[src/rtl/pb_debouncer_bank_if.sv]
// Button bank bundle: raw pins in, debounced levels and pulses out.
// The debouncer uses the slave modport; the pin/consumer side uses master.
interface pb_debouncer_bank_if #(
  parameter int NUM_CH = 4
);
  logic [NUM_CH-1:0] buttons;
  logic [NUM_CH-1:0] pb_state;
  logic [NUM_CH-1:0] pb_down;
  logic [NUM_CH-1:0] pb_up;
  logic [NUM_CH-1:0] pb_repeat;
  logic              pb_evt;

  modport master (
    output buttons,
    input  pb_state,
    input  pb_down,
    input  pb_up,
    input  pb_repeat,
    input  pb_evt
  );

  modport slave (
    input  buttons,
    output pb_state,
    output pb_down,
    output pb_up,
    output pb_repeat,
    output pb_evt
  );
endinterface

[src/rtl/pb_debouncer_bank.sv]
// NUM_CH push-button debouncers with press/release/repeat pulses.
// Hold-to-repeat timers are built only when DEBOUNCE_REPEAT_EN is defined.
module pb_debouncer_bank #(
  parameter int NUM_CH     = 4,
  parameter int CNT_W      = 16,
  parameter bit ACTIVE_LOW = 1'b1,
  parameter int RPT_W      = 22
) (
  input logic               clk,
  input logic               rst_n,
  pb_debouncer_bank_if.slave pb
);

  if (NUM_CH < 1 || NUM_CH > 32 || CNT_W < 1 || RPT_W < 1) begin : g_bad
    $error("pb_debouncer_bank: bad parameters");
  end

  logic [NUM_CH-1:0] raw;
  logic [NUM_CH-1:0] sync0;
  logic [NUM_CH-1:0] sync1;
  logic [NUM_CH-1:0] state;
  logic [NUM_CH-1:0] down;
  logic [NUM_CH-1:0] up;
  logic [NUM_CH-1:0] rpt;
  logic [NUM_CH-1:0] flip;
  logic [NUM_CH-1:0] rpt_nx;
  logic              evt;
  logic [CNT_W-1:0]  cnt [NUM_CH];

  assign raw = ACTIVE_LOW ? ~pb.buttons : pb.buttons;

  // A channel flips only after a full window of unbroken mismatch.
  always_comb begin
    flip = '0;
    for (int i = 0; i < NUM_CH; i++) begin
      flip[i] = (sync1[i] != state[i]) && (cnt[i] == '1);
    end
  end

  always_ff @(posedge clk or negedge rst_n) begin
    if (!rst_n) begin
      sync0 <= '0;
      sync1 <= '0;
      state <= '0;
      down  <= '0;
      up    <= '0;
      evt   <= 1'b0;
      for (int i = 0; i < NUM_CH; i++) begin
        cnt[i] <= '0;
      end
    end else begin
      sync0 <= raw;
      sync1 <= sync0;
      state <= state ^ flip;
      down  <= flip & ~state;
      up    <= flip & state;
      evt   <= |{flip, rpt_nx};
      for (int i = 0; i < NUM_CH; i++) begin
        if (sync1[i] == state[i]) begin
          cnt[i] <= '0;
        end else begin
          cnt[i] <= cnt[i] + CNT_W'(1);
        end
      end
    end
  end

`ifdef DEBOUNCE_REPEAT_EN
  logic [RPT_W-1:0] tmr [NUM_CH];

  // Timer runs only while held; the toggle edge restarts it.
  always_comb begin
    rpt_nx = '0;
    for (int i = 0; i < NUM_CH; i++) begin
      rpt_nx[i] = state[i] && !flip[i] && (tmr[i] == '1);
    end
  end

  always_ff @(posedge clk or negedge rst_n) begin
    if (!rst_n) begin
      rpt <= '0;
      for (int i = 0; i < NUM_CH; i++) begin
        tmr[i] <= '0;
      end
    end else begin
      rpt <= rpt_nx;
      for (int i = 0; i < NUM_CH; i++) begin
        if (flip[i] || !state[i]) begin
          tmr[i] <= '0;
        end else begin
          tmr[i] <= tmr[i] + RPT_W'(1);
        end
      end
    end
  end
`else
  assign rpt_nx = '0;
  assign rpt    = '0;
`endif

  assign pb.pb_state  = state;
  assign pb.pb_down   = down;
  assign pb.pb_up     = up;
  assign pb.pb_repeat = rpt;
  assign pb.pb_evt    = evt;

endmodule

[src/flat_wrapper.sv]
// flat-port wrapper written by rule: the top's interface ports become plain ports
module pb_debouncer_bank_flat 
#(
  parameter int NUM_CH     = 4,
  parameter int CNT_W      = 16,
  parameter bit ACTIVE_LOW = 1'b1,
  parameter int RPT_W      = 22
)
  (clk, rst_n, pb_buttons, pb_pb_state, pb_pb_down, pb_pb_up, pb_pb_repeat, pb_pb_evt);
  pb_debouncer_bank_if #(.NUM_CH(NUM_CH)) pb_i ();
  input logic clk;
  input logic rst_n;
  input wire logic [$bits(pb_i.buttons)-1:0] pb_buttons;
  output wire logic [$bits(pb_i.pb_state)-1:0] pb_pb_state;
  output wire logic [$bits(pb_i.pb_down)-1:0] pb_pb_down;
  output wire logic [$bits(pb_i.pb_up)-1:0] pb_pb_up;
  output wire logic [$bits(pb_i.pb_repeat)-1:0] pb_pb_repeat;
  output wire logic [$bits(pb_i.pb_evt)-1:0] pb_pb_evt;
  assign pb_i.buttons = pb_buttons;
  assign pb_pb_state = pb_i.pb_state;
  assign pb_pb_down = pb_i.pb_down;
  assign pb_pb_up = pb_i.pb_up;
  assign pb_pb_repeat = pb_i.pb_repeat;
  assign pb_pb_evt = pb_i.pb_evt;
  pb_debouncer_bank #(.NUM_CH(NUM_CH), .CNT_W(CNT_W), .ACTIVE_LOW(ACTIVE_LOW), .RPT_W(RPT_W)) u_core (.clk(clk), .rst_n(rst_n), .pb(pb_i));
endmodule
[config.mk]
export PLATFORM = sky130hd
export DESIGN_NAME = pb_debouncer_bank_flat
export DESIGN_NICKNAME = d
export VERILOG_FILES = /design/src/rtl/pb_debouncer_bank_if.sv /design/src/rtl/pb_debouncer_bank.sv /design/src/flat_wrapper.sv
export SDC_FILE = /design/constraint.sdc
export NUM_CORES = 1
export LEC_CHECK = 0
export ABC_AREA = 1
export CAP_MARGIN = 30
export CORE_ASPECT_RATIO = 0.9
export CORE_MARGIN = 1
export CORE_UTILIZATION = 35
export DETAILED_ROUTE_END_ITERATION = 10
export PLACE_DENSITY_LB_ADDON = 0.3
export SYNTH_ARGS = -nofsm -noshare
export SYNTH_HDL_FRONTEND = slang
export SYNTH_SLANG_ARGS = --single-unit
export TNS_END_PERCENT = 20
[constraint.sdc]
create_clock -name clk -period 1.9 [get_ports clk]
set_input_delay 0.57 -clock clk [delete_from_list [all_inputs] [get_ports clk]]
set_output_delay 0.57 -clock clk [all_outputs]
set_load 0.1 [all_outputs]
* Word level (Yosys, flattened, before mapping)
Index checks and enable logic that the tools add are counted.
** Storage, ports and cells
- Register bits after elaboration :: 85
- Output and inout bits :: 17
- Input port bits :: 6
** Cells by class
- Bitwise logic cells :: 5
- Muxes and demuxes :: 4
- Add/sub/neg operators :: 4
- Reduce and logical (&&, ||, !) cells :: 5
- Eq/ne operators :: 12
** Operators by type and width (count)
- adder 16 x 1 -> 16 bit (second input constant) :: 4
- == test 16 bit (second input constant) :: 4
- 2-to-1 mux 16 bit :: 4
- bitwise AND 4 bit :: 2
- inverter 4 bit :: 2
- == test 1 bit :: 4
- logical AND 1 bit :: 4
- inequality test 1 bit :: 4
- OR reduction 4 bit :: 1
- XOR 4 bit :: 1

* Depth between registers and ports, before layout
Gate-level depths: netlist of run 1.
- Depth after elaboration :: 3
- Depth in mapped cells :: 9
- Depth with buffers taken out :: 9

* Worst setup path before layout of run 1
OpenSTA, ideal clock, no wires.
- Path kind :: reg-to-reg
- Start point :: reg (tool-made name)
- End point :: reg u_core.cnt[7] in the netlist's numbering
- Path buffers :: 0
- Stages on the path, launching flop included :: 7
- Clock period less this slack :: 1763 ps
- Arrival time :: 1699 ps
- Path slack :: 137 ps
- Library setup time :: 64 ps
- Path through :: dfrtp_1 inv_1 or2_1 nand2_1 inv_1 a21oi_1 o21a_1
** RTL lines
- end signal: indexed assignment :: RTL line pb_debouncer_bank.sv:62 : cnt[i] <= cnt[i] + CNT_W'(1);
- end: declaration :: RTL line pb_debouncer_bank.sv:28 : logic [CNT_W-1:0] cnt [NUM_CH];

==> run summary, run 1 <==
Outcome -> completed
Worst Path Buf+Inv -> 1
RePlAce Congestion -> 0.800
Inst Count DP -> 729
Slowest stage delay, CP -> 0.45 ns
Die area -> 0.0127 sq mm
Reg-to-reg endpoint -> u_core.cnt[7]
Post-Syn Area -> 0.00430 sq mm
Adder-cell area share of the yosys netlist -> 1.16%
CTS Buffer Depth -> 2
Most common cell after layout, fill and taps aside -> nand2_1
Crit-path cells -> buf_12
Switch share -> 23.3%
Post-Synthesis Cells -> 551
Initial DRC Count -> 207
Critical path type -> reg -> out
Finished Layout Cells -> 745
Hold-fix buffers at CTS -> 0
First-pass GRT wire length -> 14100 microns
Fin crit period -> 1.57 ns
GRT Overall Usage -> 14.1%
Psw -> 0.896 mW
Largest area contributor in the netlist -> dfrtp_1
Combinational share of power -> 4.5%
Fin Setup TNS -> 0 ns
Crit path capture type -> output port
Unrepaired setup endpoints after global routing -> no
Die Height -> 107 microns
Worst path arrival time -> 1.00 ns
Number of buffers created by CTS -> 9
Register share of total power -> 48.4%
Nets -> 590
Slew Viols, Final -> 0
Largest net degree at the start of global routing -> 32
Tightest hold margin -> 0.160 ns
Area contributors post-synth -> dfrtp_1, nand2_1, nor2_1
Number of max-cap violations -> 0
Post-route clock period utilization -> 82.7%
Synth Area in XOR/XNOR -> 1.22%
Register area -> 0.00213 sq mm
Worst Skew -> 0.00584 ns
Setup Viol. Count Final -> 0
Worst hold-check path type -> in -> async
Antenna diodes -> 0
R2R cell count -> 6
Mean area per synthesized cell -> 7.80 sq um
CTS tree -> yes
Worst path top cell family by delay -> flip-flops
Clock sink total -> 85
DRC -> 0
Vias in the first global route -> 3227
Initial antenna violation count -> 0
Width of the die -> 119 microns
Post-CTS Resized -> 0
H-Tree Depth -> 3
Layout cells sized above 1 -> 14.4%
Top-level I/O count -> 23
Synth top area share -> 49.5%
Slowest CP cell -> dfrtp_1
Area grow syn2layout -> 19.0%
Multi-input logic area -> 0.00183 sq mm
Most frequent cells in the layout -> nand2_1, nor2_1, dfrtp_1
CTS root buffer -> clkbuf_16
Total internal power -> 2.95 mW
Wire per inst -> 10.7 microns
Worst setup SP type -> flip-flop
Worst path required time -> 1.33 ns
Remaining Overflow, GRT -> 0
Post-route cell area -> 0.00511 sq mm
Mux contribution to synthesized area -> 0%
Initial core utilization -> 35.7%
Netlist cell types -> 25
Worst-skew pair later-pin latency -> 0.34 ns
Dpl cell area -> 0.00480 sq mm
Power Dens Cells -> 751 mW/mm^2
Core Box Area -> 0.0120 sq mm
Yosys warnings -> 0
Fin. Hold Viols -> 0
Via density -> 4.48
Final HPWL DP -> 5890 microns
Largest family of logic cells by synthesized area -> simple AND/OR/NAND/NOR gates
Fill count -> 1185
R2R setup slack -> 0.37 ns
Std cell rows -> 38
Clock Pin Slew Worst Setup and Hold Paths -> 0.06 ns
IO buf count -> 18
Post-Route WL -> 7970 microns
Post-synthesis simple-gate area fraction -> 33.0%
Leak pwr -> 2.32 nW
First-pass DRT Iterations -> 4
Post-synthesis compound-gate area fraction -> 6.87%
Post-CTS Setup Inserts -> 0
Clock power share -> 47.1%
Antenna-violating nets left -> 0
Max Fclk -> 636 MHz
Register bit count reported by yosys -> 85
Via count -> 3334
Sequential cell area fraction in the yosys report -> 49.5%
Crit-path max FO -> 2
Maximum VDD drop -> 397 uV
## metrics by stage
step / util [%] / setup slack, ns / total power [mW]
after global routing: 42.5 / 0.237 / 3.99
after floorplan: - / 0.137 / 2.00
after global placement: 39.9 / 0.459 / 2.06
after CTS: 42.5 / 0.309 / 3.91
after detailed placement: 39.9 / 0.379 / 2.07
final: 42.5 / 0.328 / 3.84
## state kept, by name, indices dropped and copies added (netlist names), named ones only
signal,count
u_core.cnt,64
u_core.pb.pb_down,4
u_core.pb.pb_evt,1
u_core.pb.pb_up,4
u_core.sync0,4
u_core.sync1,4
## routing by layer
metal	wire, microns	up-vias	track usage [%]
li1	-	1749	-
met1	3980	1533	17.7
met2	3590	37	22.9
met3	228	15	3.03
met4	176	0	7.32
met5	0	-	0
## cell families (layout without fill, tap and decap cells)
logic type / after synthesis / after routing
DFF: 85 / 85
buffers and inverters: 84 / 115
adders and majority gates: 4 / 4
xor gates and xnor gates: 6 / 6
other: 1 / 4
AOI/OAI and AO/OA: 56 / 56
and+or+nand+nor: 315 / 315
## layout make-up
class	instances	share of cell area, %
Sequential cell	85	41.6
Multi-Input combinational cell	385	35.8
Timing Repair Buffer	23	7.00
Inverter	76	5.58
Clock buffer	10	4.67
Tap cell	160	3.92
Clock inverter	6	1.40
## power groups by stage
stage               clock, mW  sequential (mW)  combinational [mW]
CTS                      1.87             1.86               0.178
global placement            0             1.89               0.173
finish                   1.81             1.86               0.172
global route             1.93             1.86               0.198
floorplan                   0             1.89               0.115
detailed placement          0             1.89               0.177
## worst max-delay path by stage
stage          startpoint              to  slack (ns)  cells after the start
6_report        flip-flop  pb_pb_state[2]        0.33                      1
5_1_grt         flip-flop   u_core.cnt[7]        0.24                      6
4_1_cts         flip-flop  pb_pb_state[2]        0.31                      1
3_5_place_dp    flip-flop   u_core.cnt[7]        0.38                      6
3_3_place_gp    flip-flop   u_core.cnt[7]        0.46                      6
2_1_floorplan   flip-flop   u_core.cnt[7]        0.14                      6
## cell usage after synthesis
master and count:
a21oi_1 22, and2_4 1, buf_4 7, buf_6 1, conb_1 1, dfrtp_1 85
ha_1 4, inv_1 72, inv_2 4, nand2_1 136, nand2_2 16, nand2_4 1
nand3_1 15, nand3_2 3, nand4_1 7, nor2_1 103, nor2_2 16, nor2_4 8
nor3b_1 5, o21a_1 3, o21ai_0 24, o21ai_1 4, o21bai_1 3, or2_1 4
xor2_1 6
No activity file was read; power rests on OpenSTA's default activity.
==> run 2: changes to the inputs <==
Clock period 1.9 ns to 1.5 ns, I/O delays scaled along.
==> run summary, run 2 (synthesis gave the netlist of run 1 again) <==
Outcome -> completed
Crit-path cells -> buf_12
Number of max-cap violations -> 0 (unchanged)
First-pass GRT wire length -> 14500 microns (+2.5%)
Nets -> 589 (-0.17%)
WP depth -> 1 (unchanged)
Wire per inst -> 10.9 microns (+1.9%)
Top-level I/O count -> 23 (unchanged)
Initial DRC Count -> 173 (-16%)
Most frequent cells in the layout -> nand2_1, nor2_1, dfrtp_1
Fin. Hold Viols -> 0 (unchanged)
Core Box Area -> 0.0120 sq mm (unchanged)
Crit-path max FO -> 4 (+2)
Via density -> 4.47 (-0.14%)
Tightest hold margin -> 0.0324 ns (-0.127 ns)
Fin crit period -> 1.44 ns
Std cell rows -> 38 (unchanged)
Crit path capture type -> output port
Most common cell after layout, fill and taps aside -> nand2_1
H-Tree Depth -> 3 (unchanged)
Power Dens Cells -> 966 mW/mm^2 (+29%)
Slowest CP cell -> dfrtp_1
Dpl cell area -> 0.00482 sq mm (+0.31%)
Psw -> 1.08 mW (+20%)
GRT Overall Usage -> 14.4% (+0.34 points)
Hold-fix buffers at CTS -> 0 (unchanged)
Switch share -> 21.7% (-1.6 points)
Die Height -> 107 microns (unchanged)
Via count -> 3325 (-0.27%)
Largest register FFs -> 64 (unchanged)
CTS tree -> yes
Register share of total power -> 47.4% (-1.0 points)
RePlAce Congestion -> 0.813 (+1.6%)
Clock sink total -> 85 (unchanged)
Final HPWL DP -> 6040 microns (+2.5%)
Fill count -> 1183 (-0.17%)
IO buf count -> 18 (unchanged)
Worst path required time -> 1.05 ns (-0.28 ns)
Worst path arrival time -> 0.99 ns (about the same)
Worst Path Buf+Inv -> 1 (unchanged)
Maximum VDD drop -> 510 uV (+28%)
Worst-skew pair later-pin latency -> 0.34 ns (about the same)
DRC -> 0 (unchanged)
Combinational share of power -> 4.5% (about the same)
CTS Buffer Depth -> 2 (unchanged)
First-pass DRT Iterations -> 4 (unchanged)
Worst hold-check path type -> in -> async
Unrepaired setup endpoints after global routing -> yes
Fin Setup TNS -> 0 ns (unchanged)
Antenna diodes -> 0 (unchanged)
Total internal power -> 3.89 mW (+32%)
Width of the die -> 119 microns (unchanged)
Setup Viol. Count Final -> 0 (unchanged)
Slowest stage delay, CP -> 0.45 ns (about the same)
Post-route cell area -> 0.00514 sq mm (+0.59%)
R2R cell count -> 8 (+2)
Post-Route WL -> 8110 microns (+1.7%)
Remaining Overflow, GRT -> 0 (unchanged)
CTS root buffer -> clkbuf_16
Antenna-violating nets left -> 0 (unchanged)
Layout cells sized above 1 -> 14.7% (+0.37 points)
Initial core utilization -> 35.7% (unchanged)
Worst Skew -> 0.00590 ns (+0.0000587 ns)
Critical path type -> reg -> out
Worst setup SP type -> flip-flop
Clock Pin Slew Worst Setup and Hold Paths -> 0.06 ns (about the same)
Biggest register -> u_core.cnt
Vias in the first global route -> 3190 (-1.1%)
Worst path top cell family by delay -> flip-flops
Number of buffers created by CTS -> 9 (unchanged)
Largest net degree at the start of global routing -> 31 (-3.1%)
Post-route clock period utilization -> 96.3%
Slew Viols, Final -> 0 (unchanged)
Max Fclk -> 692 MHz
Die area -> 0.0127 sq mm (unchanged)
Area grow syn2layout -> 19.7%
Leak pwr -> 2.33 nW (+0.36%)
Clock power share -> 48.1% (+1.0 points)
Total chip power -> 4.97 mW (+29%)
Initial antenna violation count -> 0 (unchanged)
[run 2: metal layers]
metal | track usage, % | vias up | wire length (microns)
met5 | 0 | - | 0
met4 | 5.70 | 0 | 121
met3 | 3.83 | 10 | 275
met2 | 23.6 | 49 | 3740
met1 | 18.2 | 1527 | 3970
li1 | - | 1739 | -
[run 2: worst paths after layout]
check / start / end / slack (ns)
min in group clk: u_core.sync0[0] / u_core.sync1[0] / 0.35
setup / recovery: flip-flop / pb_pb_state[0] / 0.06
max in group asynchronous: rst_n / u_core.cnt[63] / 0.95
hold reg to reg: u_core.sync0[0] / u_core.sync1[0] / 0.35
hold / removal: rst_n / u_core.cnt[16] / 0.03
setup reg to reg: u_core.cnt[48] / u_core.cnt[58] / 0.10
[run 2: through the flow]
stage | util [%] | std cells | worst slack, ns
after global routing | 42.8 | 744 | -0.00571
after CTS | 42.7 | 744 | 0.0284
after global placement | 40.0 | 729 | 0.121
final | 42.8 | 744 | 0.0558
after detailed placement | 40.0 | 729 | 0.0984
after floorplan | - | 554 | -0.109
[run 2: cell type report]
class,count,area (sq um),share of cell area [%]
timing repair buffer,22,363,7.06
tap,160,200,3.89
multi-input combinational,385,1840,35.8
clock inverter,6,86.3,1.68
clock buffer,10,239,4.65
sequential,85,2130,41.4
inverter,76,285,5.55
[run 2: power by group through the flow]
| stage | Clock (mW) | Combinational [mW] | Sequential [mW] |
|---|---|---|---|
| after global routing | 2.54 | 0.258 | 2.36 |
| final | 2.39 | 0.223 | 2.35 |
| after floorplan | 0 | 0.145 | 2.39 |
| after detailed placement | 0 | 0.229 | 2.40 |
| after global placement | 0 | 0.224 | 2.40 |
| after CTS | 2.47 | 0.229 | 2.35 |
[run 2: repair_timing]
action,CTS,global route
setup endpoints to repair,1,5
gates resized for setup,0,2
pin swaps,0,1
buffers inserted,0,0
==> run 3: changes to the inputs <==
Settings changed: CTS_CLUSTER_SIZE set to 10, SLEW_MARGIN set to 20.
==> results of run 3 <==
The final DEF is identical to that of run 2; final timing and power are the same.
